File: src/rtl/dmem_arbiter.sv
// Two-master arbiter for the single-port data memory: core has fixed priority, aux gets a
// starvation-guarded turn, addresses are rebased to dmem offsets and read data is routed to its owner.
module dmem_arbiter #(
  parameter logic [31:0] DMEM_BASE    = 32'h1000_0000,
  parameter int unsigned STARVE_LIMIT = 4
) (
  input  logic        clk,
  input  logic        rst,
  input  logic        c_req,
  input  logic        c_we,
  input  logic [31:0] c_addr,
  input  logic [31:0] c_wdata,
  input  logic [2:0]  c_size,
  output logic        c_gnt,
  output logic        c_stall,
  output logic        c_rvalid,
  output logic [31:0] c_rdata,
  input  logic        a_req,
  input  logic        a_we,
  input  logic [31:0] a_addr,
  input  logic [31:0] a_wdata,
  input  logic [2:0]  a_size,
  output logic        a_gnt,
  output logic        a_rvalid,
  output logic [31:0] a_rdata,
  output logic        m_wEn,
  output logic [31:0] m_addr,
  output logic [31:0] m_wData,
  output logic [2:0]  m_size,
  input  logic [31:0] m_rData
);

  typedef enum logic {PRI_CORE, PRI_AUX} state_e;
  typedef enum logic [1:0] {OWN_NONE, OWN_CORE, OWN_AUX} owner_e;

  localparam logic [4:0] LIMIT = 5'(STARVE_LIMIT);

  state_e     state_q, state_d;
  logic [3:0] starve_q, starve_d;
  owner_e     owner_q, owner_d;

  always_comb begin
    c_gnt = 1'b0;
    a_gnt = 1'b0;
    if (!rst) begin
      if (c_req && (!a_req || state_q == PRI_CORE)) begin
        c_gnt = 1'b1;
      end else if (a_req) begin
        a_gnt = 1'b1;
      end
    end
    c_stall = c_req & ~c_gnt;
  end

  // With no grant the memory port simply mirrors the core inputs.
  always_comb begin
    m_addr  = c_addr - DMEM_BASE;
    m_wData = c_wdata;
    m_size  = c_size;
    m_wEn   = c_gnt & c_we;
    if (a_gnt) begin
      m_addr  = a_addr - DMEM_BASE;
      m_wData = a_wdata;
      m_size  = a_size;
      m_wEn   = a_we;
    end
  end

  always_comb begin
    state_d  = state_q;
    starve_d = starve_q;
    case (state_q)
      PRI_CORE: begin
        if (a_req && !a_gnt) begin
          starve_d = (starve_q == 4'hF) ? 4'hF : starve_q + 4'd1;
          if ({1'b0, starve_q} + 5'd1 >= LIMIT) begin
            state_d = PRI_AUX;
          end
        end else begin
          starve_d = 4'd0;
        end
      end
      PRI_AUX: begin
        if (a_gnt || !a_req) begin
          state_d  = PRI_CORE;
          starve_d = 4'd0;
        end
      end
      default: begin
        state_d  = PRI_CORE;
        starve_d = 4'd0;
      end
    endcase

    owner_d = OWN_NONE;
    if (c_gnt && !c_we) begin
      owner_d = OWN_CORE;
    end else if (a_gnt && !a_we) begin
      owner_d = OWN_AUX;
    end
  end

  always_ff @(posedge clk) begin
    if (rst) begin
      state_q  <= PRI_CORE;
      starve_q <= 4'd0;
      owner_q  <= OWN_NONE;
    end else begin
      state_q  <= state_d;
      starve_q <= starve_d;
      owner_q  <= owner_d;
    end
  end

  // Gating with rst drops a return that was pending when reset arrived.
  always_comb begin
    c_rvalid = (owner_q == OWN_CORE) && !rst;
    a_rvalid = (owner_q == OWN_AUX) && !rst;
    c_rdata  = c_rvalid ? m_rData : 32'h0;
    a_rdata  = a_rvalid ? m_rData : 32'h0;
  end

endmodule

File: config.mk
export PLATFORM = sky130hd
export DESIGN_NAME = dmem_arbiter
export DESIGN_NICKNAME = d
export VERILOG_FILES = /design/src/rtl/dmem_arbiter.sv
export SDC_FILE = /design/constraint.sdc
export NUM_CORES = 1
export LEC_CHECK = 0
export ABC_AREA = 0
export BUFFER_PORTS_ARGS = -buffer_cell sky130_fd_sc_hd__clkbuf_2
export CORE_AREA = 4 4 118 120
export DETAILED_ROUTE_END_ITERATION = 8
export DIE_AREA = 0 0 122 124
export GPL_TIMING_DRIVEN = 0
export PLACE_DENSITY = 0.5
export SETUP_SLACK_MARGIN = 0.15
export SYNTH_ARGS = -nofsm -noshare
export SYNTH_HDL_FRONTEND = slang
export SYNTH_SLANG_ARGS = --single-unit
File: constraint.sdc
create_clock -name clk -period 4 [get_ports clk]
set_input_delay 0.4 -clock clk [delete_from_list [all_inputs] [get_ports clk]]
set_output_delay 0.4 -clock clk [all_outputs]
set_load 0.01 [all_outputs]
==> summary.md, run 1 <==
Global routing used 11.5% of the available tracks. The root cell of the clock tree is sky130_fd_sc_hd__clkbuf_16. The flow ran to the end, and the final reports show no timing, DRC or antenna violations.

In the final layout, the multi-input gates occupy 1520 um^2. The routed layout has 2,608 vias. Across all setup checks in the final design, the least slack found is 1.40 ns. The aggregate negative setup slack was 0 ns; the first-pass iteration count of the detailed router was 3. The average cell area after synthesis was 9.12 um^2. The run gives 0.23 ns as the clock insertion delay at the later pin of the skew report. The first routing iteration left 26 violations. The logs give 2.20 ns for the arrival time of the worst setup path and 192 for the instance count of the mapped netlist. The width of the die is 122 um. Once the clock tree was built, the resizer swapped 0 gates to a different size. The worst slack on hold paths was 0.350 ns; the power density normalized to cell area was 150 nW/um^2. The logs give 0 for the number of slew-limit violations in the final report and 676 for the number of cells in the design after placement. Sorting the synthesized cells by how often they occur yields sky130_fd_sc_hd__and2_1, sky130_fd_sc_hd__mux2_2, sky130_fd_sc_hd__mux2_4. Synthesis inferred 7 register bits. The number of global-route vias before repair is 2,533, and the placeable core area is 13,000 um^2. In this run the worst setup path begins at state_q. In this run, post-CTS hold repair placed 0 buffers. Counting I/O delays and the setup requirement, the final critical path takes 2.60 ns.

The tools report the CTS buffer count as 3. Excluding fillers, the count of instances in the completed layout stands at 681. The H-tree depth was 1; the maximum VDD drop was 111 uV. sky130_fd_sc_hd__mux2_2 takes more of the synthesized area than any other cell. After synthesis, the cell types taking the most area are sky130_fd_sc_hd__mux2_2, sky130_fd_sc_hd__mux2_4, sky130_fd_sc_hd__and2_1. Clock-pin slew was measured on the worst setup and hold paths at 0.03 ns.

The total of buffers placed on input and output ports came out at 308. The tools report the number of remaining DRC errors as 0. The maximum fanout along the worst path is 10. For the number of antenna violations at the first check in global routing, the log shows 1. Across the routed clock network, the largest skew measured is 0.000868 ns. The run gives 680 as the post-layout net count.

The sequential cells in the finished layout cover a total of 140 um^2. The required time at the worst-slack endpoint came out at 3.60 ns. The run gives 3590 um^2 as the final standard cell area without fillers. The count of cells along the worst hold path is 2. The number of flops mapped to enable cells by yosys is 0.

Counting the fill cells in the layout gives 1,427. The post-place setup slack was 1.49 ns; the count of final setup violators was 0. The area growth from synthesis to layout is 105%.

The tools report the leakage power figure as 0.00218 uW. Setup repair after global routing left no endpoint under its margin. The maximum number of pins on one net before global-route repair was 11. The min-delay analysis places its worst path in the category in -> reg.

Summing the sequential cell areas from Yosys gives 8.01% of the chip area. After floorplanning, the core was divided into 42 placement rows. The die height was 124 um. The kind of start point of the critical path was a flop. The worst register-to-register path begins at starve_q[0]. The mapped cell area was 1750 um^2; the final weighted congestion in routability-driven placement was 0.819.

Total number of clock tree sinks: 7. The most frequent cell after synthesis was sky130_fd_sc_hd__and2_1. The post-route fraction of the period consumed by the critical path was 65.1%. The logs give 2 for the number of buffers on the longest clock path and 61.3% for the headroom to the max-slew limit. Once detailed placement completed, the half-perimeter wirelength came to 9430 um. The die footprint was 15,100 um^2; the number of setup buffers added after CTS was 0.

For this run, the number of Yosys warnings is 0. The initial utilization of the core area, before any placement, comes to 13.5%. For the worst flop-to-flop path, the logic depth is 3.

Element type at the critical path end: a primary output. The share of synthesized area in the top cell type comes to 23.2%. In this run the cell area measured after placement is 3510 um^2.

For the pin with the worst max-slew slack, the measured transition is 0.577 ns. The run gives 0 as the residual antenna-violating net count after detailed routing. The post-synthesis net count was 367. TritonCTS built the clock tree. The share of async-settable or async-resettable flops after synthesis was 0%.

The most frequently used flop master after synthesis was sky130_fd_sc_hd__dfxtp_1. Cells with a size suffix above 1 make up 76.4% of the layout. The first-pass GRT wire length came out at 13,400 um. In this run the most critical hold path is launched from c_we. The final routed wire length divided by cell count was 14.9 um.

The logs give 0 for the number of max-capacitance violations reported and 0 for the residual overflow from global routing. The category of the critical setup timing path is reg -> out. In the routed layout, each cell is associated on average with a via count of 3.83.

The number of failing hold endpoints at the final stage was 0. The routed design has 10,200 um of wire. The count of pins on the block boundary is 309, and the unique cell type count in the Yosys netlist is 29. The tools report the maximum clock frequency as 0.384 GHz.
-- per-layer routing --
layer | track usage, % | routed length, um | up-vias
met2 | 22.5 | 5330 | 183
met4 | 2.94 | 126 | 0
li1 | - | - | 1280
met3 | 1.77 | 989 | 7
met5 | 0 | 0 | -
met1 | 12.8 | 3720 | 1138
-- power by group --
group	internal, uW	total (uW)	switching, uW
combinational	167	296	129
clock	132	169	36.9
sequential	71.5	72.6	1.13
-- state kept, by name, summed over array words and instances (netlist names) --
name,cells
owner_q,2
starve_q,4
state_q,1
-- stage by stage --
stage | total power, uW | util (%)
final | 538 | 27.7
after global routing | 572 | 27.7
after CTS | 545 | 27.7
after detailed placement | 373 | 27.1
after global placement | 371 | 27.1
after floorplan | 207 | -
-- worst max-delay path, cell delays in order (launching register included) --
cell and delay, ns:
sky130_fd_sc_hd__dfxtp_1 0.32, sky130_fd_sc_hd__nand2b_1 0.18, sky130_fd_sc_hd__nand2_2 0.13, sky130_fd_sc_hd__buf_6 0.18
sky130_fd_sc_hd__buf_6 0.20, sky130_fd_sc_hd__mux2i_1 0.27, sky130_fd_sc_hd__ha_1 0.23, sky130_fd_sc_hd__nand2b_1 0.06
sky130_fd_sc_hd__a22oi_1 0.13, sky130_fd_sc_hd__nand2b_1 0.13, sky130_fd_sc_hd__clkbuf_2 0.13
-- placed cells by master, fill, tap and decap left out, drive strengths merged, types with 2 or more instances in the layout --
master	Yosys	routed
dfxtp	7	7
nand3	2	2
buf	7	7
nand2	2	2
nor3	3	3
and2	64	64
ha	3	3
mux2i	3	3
xnor2	2	2
inv	3	3
a21oi	2	2
nand2b	4	4
nor3b	2	2
nor2b	6	6
mux2	63	63
nor2	5	5
clkbuf	6	318
-- worst paths after layout --
check | to | slack [ns]
worst max-delay path | m_addr[30] | 1.40
worst min-delay path | owner_q[0] | 0.35
worst min register to register | starve_q[3] | 0.53
worst max register to register | state_q | 2.81
-- cell families after synthesis --
group | after synthesis | share of synthesized area, %
xor gates and xnor gates | 2 | 1.00
AOI/OAI and AO/OA | 9 | 3.65
muxes | 66 | 48.0
DFF | 7 | 8.01
and+or+nand+nor | 89 | 31.8
buffers and inverters | 16 | 5.36
adders and majority gates | 3 | 2.14
-- final cells by class --
type                       count  area share (%)
buffer                        13            2.30
multi-input combinational    169            42.2
inverter                       3           0.313
clock buffer                   4            2.19
timing repair buffer         308            42.9
tap                          176            6.13
antenna                        1          0.0696
sequential                     7            3.90
No activity file was read; power rests on OpenSTA's default activity.
==> run 2, diff against run 1 <==
- PLACE_DENSITY: 0.5 -> 0.51
- clock period: 4 -> 2.3 ns (I/O delays scaled with it)
==> run 2 against run 1 <==
Worst hold slack got worse by 0.18 ns. Global-route usage increased by 0.90 points. Clock-buffer cell count unchanged. Clock skew decreased by 0.00052 ns. First-iteration DRC count unchanged.
==> summary.md, run 2 (synthesized netlist as in run 1, its figures left out) <==
The run finished with clean final reports. At the worst endpoint, the arrival time is 1.96 ns. Entering global routing, the biggest net connects 11 pins. The largest individual stage delay along the critical path comes from the cell sky130_fd_sc_hd__dfxtp_2.

Adding up every negative setup slack in the final design gives 0 ns. The power density normalized to cell area works out to 262 nW/um^2. For this configuration, the core starts out at a cell density of 13.5%. The width of the die is 122 um, and the post-layout net count is 687. The path class of the tightest hold or removal check is in -> reg. Of the total power, registers draw 12.9%. The tools report the residual antenna-violating net count after detailed routing as 0. On the worst path, the slowest cell contributes a delay of 0.35 ns. The tool flagged a number of max-cap violations equal to 0. For the number of antenna violations at the first check in global routing, the log shows 2. The register with the most flip-flops in the final layout is starve_q. Along the worst path, the maximum fanout reaches 4.

For the number of failing hold endpoints at the final stage, the log shows 0. Input and output buffers added on the ports amount to 308. The H-tree depth was 1; the final setup skew was 0.000348 ns.

The tools report the number of global-route vias before repair as 2,686. The worst hold path begins at c_we. The logs give 14,600 um for the first-pass GRT wire length and 9850 um for the placed wire-length estimate after detailed placement. For this block, the via count after detailed routing is 2,679. TritonCTS built the clock tree. Routability-driven placement finished with a final weighted congestion of 0.865. STA classifies the critical path startpoint as a flop. The post-route fraction of the period consumed by the critical path is 95.3%, and the required time at the worst-slack endpoint is 2.07 ns. The number of clock buffers added by TritonCTS is 3. The growth of design area from synthesis to finish is 113%. The startpoint of the lowest-slack register-to-register path is starve_q[0]. In this run, the combinational gates consume 56.8% of the power. 309 I/O pins were placed.

Setup repair after global routing could not meet its margin everywhere. For this run, design rule violations remaining after detail routing come to 0. Based on the critical path, the design can be clocked at up to 0.456 GHz. The tree is rooted in a sky130_fd_sc_hd__clkbuf_16. Subtracting the final worst setup slack from the clock period gives 2.19 ns. The headroom to the max-slew limit is 63.5%, and the first-pass iteration count of the detailed router is 4.

The largest registers in the layout are starve_q (4), owner_q (2), state_q (1). In this run the power spent charging and discharging nets is 314 uW. The run gives 0 as the number of slew-limit violations in the final report.

The floorplan step set the die height to 124 um. After the first detailed-routing iteration, the DRC count stood at 26. For the maximum VDD drop, the log shows 171 uV. The number of flip-flops under the largest register name came out at 4. The top cell types in the final layout, fill and taps aside, are sky130_fd_sc_hd__clkbuf_2, sky130_fd_sc_hd__and2_1, sky130_fd_sc_hd__mux2_2, sky130_fd_sc_hd__mux2_4. After clock tree synthesis, the clock-pin slew on the worst setup and hold paths is 0.04 ns.

Of the cells placed in the final design, the portion with a size suffix greater than 1 is 78.3%. The number of vias per cell after detailed routing was 3.89. The most common cell after layout, fill and taps aside is sky130_fd_sc_hd__clkbuf_2. The logs give 0.00223 uW for the leakage power figure and 13,000 um^2 for the placeable core area. The clock drives 7 sinks.

On the final layout, the worst hold slack is 0.175 ns. The tools report the clock insertion delay at the later pin of the skew report as 0.23 ns. Element type at the critical path end: a primary output.

The number of buffers on the longest clock path was 2; the residual overflow from global routing was 0. For the total wirelength of the detailed-routed design, the log shows 11,000 um. The die covers 15,100 um^2. For the number of fill cells, the log shows 1,412. The number of buffers added to fix hold violations after cts was 0.

The overall track demand over capacity in global routing is 12.4%, and the count of final setup violators is 0. Dividing the detail-routed wire length by the instance count gives 16.0 um. The clock network is responsible for 30.3% of the overall power. Cell internal power was estimated by the tool at 666 uW. The transition time of the tightest slew-check pin works out to 0.545 ns. The floorplan row count is 42. Of the total power, the share spent switching nets is 32.1%. By startpoint and endpoint, the worst setup path is classified as reg -> out.

The most critical setup path has its startpoint at state_q. The critical path goes through nand2b_4 -> nand2_4 -> buf_12 -> buf_12 -> mux2i_4 -> ha_4 -> nor2b_4 -> o211ai_1 -> nand2b_4 -> buf_8.
==> run 2: worst max-delay path, delay by kind of cell (launching register included) <==
family	cells	cell delay, ns
AND/OR/NAND/NOR	4	0.40
buffers and inverters	3	0.38
flip-flops	1	0.35
AO/OA/AOI/OAI	1	0.25
multiplexers	1	0.19
adder cells (fa/ha/maj)	1	0.17
==> run 2: layer usage <==
metal / routed length [um] / track usage (%) / up-vias
met4: 53 / 2.80 / 0
li1: - / - / 1300
met2: 5730 / 23.3 / 183
met5: 0 / 0 / -
met1: 4220 / 14.7 / 1191
met3: 1030 / 1.95 / 5
==> run 2: final cells by class <==
| class | instances | area, um^2 | share of cell area, % |
|---|---|---|---|
| sequential | 7 | 141 | 3.78 |
| buffer | 13 | 100 | 2.68 |
| timing repair buffer | 315 | 1600 | 42.9 |
| multi-input combinational | 169 | 1570 | 42.1 |
| tap | 176 | 220 | 5.89 |
| antenna | 2 | 5.00 | 0.134 |
| clock buffer | 4 | 78.8 | 2.11 |
| inverter | 3 | 13.8 | 0.368 |
==> run 2: worst paths after layout <==
kind                 end  slack, ns  depth (start not counted)
max reg2reg      state_q       1.07                          3
min reg2reg  starve_q[3]       0.53                          1
min           owner_q[0]       0.17                          2
max           m_addr[30]       0.11                         10
==> run 2: stage by stage <==
| stage | cell area [um^2] | total power, uW | std cells | utilization (%) | setup WS, ns |
|---|---|---|---|---|---|
| 3_3_place_gp | 3510 | 659 | 676 | 27.1 | 0.0619 |
| 5_1_grt | 3740 | 1030 | 689 | 28.8 | 0.0572 |
| 4_1_cts | 3690 | 984 | 685 | 28.4 | 0.0764 |
| 6_report | 3740 | 980 | 689 | 28.8 | 0.109 |
| 2_1_floorplan | 1750 | 360 | 192 | - | 0.278 |
| 3_5_place_dp | 3510 | 661 | 676 | 27.1 | 0.0318 |
==> run 2: repair_timing <==
action / 4_1_cts / 5_1_grt
endpoints found under the setup margin: 2 / 35
setup buffers: 5 / 2
pin swaps: 3 / 2
gates resized for setup: 12 / 7
endpoints found under the hold margin: 0 / 0
==> run 2: power by group through the flow <==
| stage | Combinational (uW) | Clock (uW) | Sequential [uW] |
|---|---|---|---|
| 2_1_floorplan | 233 | 0 | 128 |
| 3_3_place_gp | 531 | 0 | 128 |
| 3_5_place_dp | 533 | 0 | 128 |
| 4_1_cts | 559 | 299 | 126 |
| 5_1_grt | 602 | 304 | 127 |
| 6_report | 557 | 297 | 126 |
==> run 3, diff against run 2 <==
- CAP_MARGIN: default -> 20
- CORE_AREA: 4 4 118 120 -> 2 2 119 121
- DIE_AREA: 0 0 122 124 -> 0 0 121 123
- PLACE_DENSITY: 0.51 -> 0.49
==> run 3 against run 2 <==
Utilization shrank 1.7 points. Global-route usage shrank 0.50 points. First-iteration DRC count grew 42%. Sequential power is essentially flat. Setup slack gained 0.062 ns. Critical endpoint unchanged. Largest cell class unchanged.
==> summary.md, run 3 (synthesized netlist as in run 1, its figures left out) <==
The flow ran to the end, and the final reports show no timing, DRC or antenna violations. Along the worst path, the maximum fanout reaches 4. For the number of global-route vias before repair, the log shows 2,590.

The die covers 14,900 um^2. The placed wire-length estimate after detailed placement is 9280 um. The largest registers in the layout are starve_q (4), owner_q (2), state_q (1). After the first detailed-routing iteration, the DRC count stood at 37.

The number of vias per cell after detailed routing is 3.83. The initial cell density of the core is 12.9%, and the post-route fraction of the period consumed by the critical path is 92.5%. Clock tree synthesis found a total of 7 sinks. Among the stages of the critical path, the cell type that occurs most often is sky130_fd_sc_hd__nand2b_4.

The clock period could shrink to 2.13 ns. The leakage power figure came out at 0.00221 uW. The floorplan has 43 rows.

STA classifies the critical path endpoint as a primary output. The residual overflow from global routing came out at 0. The run gives 0 as the number of slew-limit violations in the final report.

The largest individual stage delay along the critical path comes from the cell sky130_fd_sc_hd__dfxtp_2. In this run the horizontal extent of the chip is 121 um. The tree is rooted in a sky130_fd_sc_hd__clkbuf_16. Met2 wire length: 5360 um. The run gives 0 as the count of final setup violators. For the pin with the worst max-slew slack, the measured transition is 0.574 ns. The clock passes through at most 2 buffers. The worst setup path is launched from a flop. For the final routed database, the setup TNS stands at 0 ns. The detail route stage leaves a number of antenna-violating nets equal to 0.

In the final layout, the share of cells above drive strength 1 is 78.0%. The clock arrives with 0.00165 ns of skew. Compared with the post-synthesis result, the final layout area differs by 111%. The number of antenna diodes in the final layout is 0. The detailed-route wire length on metal 1 is 3710 um. The final weighted congestion in routability-driven placement was 0.767; the number of max-capacitance violations reported was 0.

The maximum clock frequency was 0.470 GHz. The routed layout has 2,636 vias. The number of remaining DRC errors came out at 0. The category of the critical setup timing path was reg -> out. TritonCTS built the clock tree.

Total of buffers placed on input and output ports: 308. More flip-flops sit in one register than any other, and that register is starve_q. The H-tree depth is 1, and the overall track demand over capacity in global routing is 11.9%. The number of standard cells in the final layout excluding fillers was 689. The number of flip-flops under the largest register name works out to 4.

The clock insertion delay at the later pin of the skew report is 0.23 ns, and the CTS buffer count is 3. Most common cell after layout, fill and taps aside: sky130_fd_sc_hd__clkbuf_2. The placeable core area was 13,600 um^2; the largest incremental delay on the critical path was 0.33 ns. At the worst endpoint, the required time is 2.07 ns.

The signal on the critical path passes through nand2b_4 -> nand2_4 -> buf_8 -> buf_12 -> mux2i_4 -> ha_2 -> nand2b_4 -> a22oi_2 -> nand2b_1 -> buf_2. The logs give 3 for the first-pass iteration count of the detailed router and 13,600 um for the first-pass GRT wire length. For this block, the routed nets add up to 10,100 um of wire.

The clock transition at the registers of the reported paths came out at 0.04 ns. VDD sags by at most 180 uV. Wire segments on met3 add up to 928 um in the final route.

In this run the count of I/O pins placed on the die edge is 309. Counting tap cells, the placed design contains a total of 680 instances. The floorplan step set the die height to 123 um. Dividing the detail-routed wire length by the instance count gives 14.6 um. The tools report the number of failing hold endpoints at the final stage as 0.

In the layout the commonest cells are sky130_fd_sc_hd__clkbuf_2, sky130_fd_sc_hd__and2_1, sky130_fd_sc_hd__mux2_2, sky130_fd_sc_hd__mux2_4, sky130_fd_sc_hd__clkbuf_1. Top layer used by detailed routing: met4. The worst hold path belongs to the class in -> reg. The arrival time of the worst setup path was 1.90 ns; the number of antenna violations at the first check in global routing was 0. The maximum number of pins on one net before global-route repair was 11; the post-layout net count was 685. Setup repair after global routing could not meet its margin everywhere. The headroom to the max-slew limit was 61.4%; the power density normalized to cell area was 259 nW/um^2.
run 3: per-stage QoR:
stage | setup slack (ns) | util (%) | area (um^2) | power, uW | hold WS (ns)
after detailed placement | 0.119 | 25.8 | 3520 | 654 | 0.421
final | 0.171 | 27.1 | 3690 | 956 | 0.182
after CTS | 0.162 | 27.0 | 3670 | 967 | 0.184
after global placement | 0.129 | 25.8 | 3520 | 652 | 0.421
after floorplan | 0.278 | - | 1750 | 360 | 0.302
after global routing | 0.0845 | 27.1 | 3690 | 1020 | 0.186
run 3: where the power goes:
group	leakage (uW)	switching (uW)	internal, uW	total, uW
Sequential	0.0000573	1.79	124	126
Clock	0.0000382	63.3	230	294
Combinational	0.00211	235	301	536
Total	0.00221	300	656	956
run 3: worst paths after layout:
check | startpoint | endpoint | slack, ns | cells past startpoint
hold reg to reg | state_q | state_q | 0.50 | 2
setup / recovery | state_q | m_addr[30] | 0.17 | 10
setup reg to reg | starve_q[0] | state_q | 1.12 | 3
hold / removal | a_we | owner_q[1] | 0.18 | 2
run 3: final cells by class:
type                            instances  area, um^2
Fill cell                            1475        9920
Timing Repair Buffer                  313        1580
Multi-Input combinational cell        169        1560
Tap cell                              180         225
Sequential cell                         7         141
Buffer                                 13        95.1
Clock buffer                            4        78.8
Inverter                                3        15.0
run 3: worst max-delay path, delay by kind of cell, from the launching register on:
| family | cells | cell delay (ns) |
|---|---|---|
| and+or+nand+nor | 4 | 0.45 |
| buffers and inverters | 3 | 0.38 |
| DFF | 1 | 0.33 |
| adders and majority gates | 1 | 0.20 |
| muxes | 1 | 0.18 |
| AOI/OAI and AO/OA | 1 | 0.13 |
run 3: metal layers:
metal  GRT usage (%)  vias up
li1                -     1288
met2            23.2      182
met5               0        -
met1            13.3     1164
met4            2.83        0
met3            1.89        2
run 3: repair_timing:
action / 4_1_cts / 5_1_grt
hold buffers: 0 / 0
pin swaps: 2 / 1
gates resized for setup: 10 / 3
endpoints found under the setup margin: 2 / 1
buffers inserted: 4 / 1
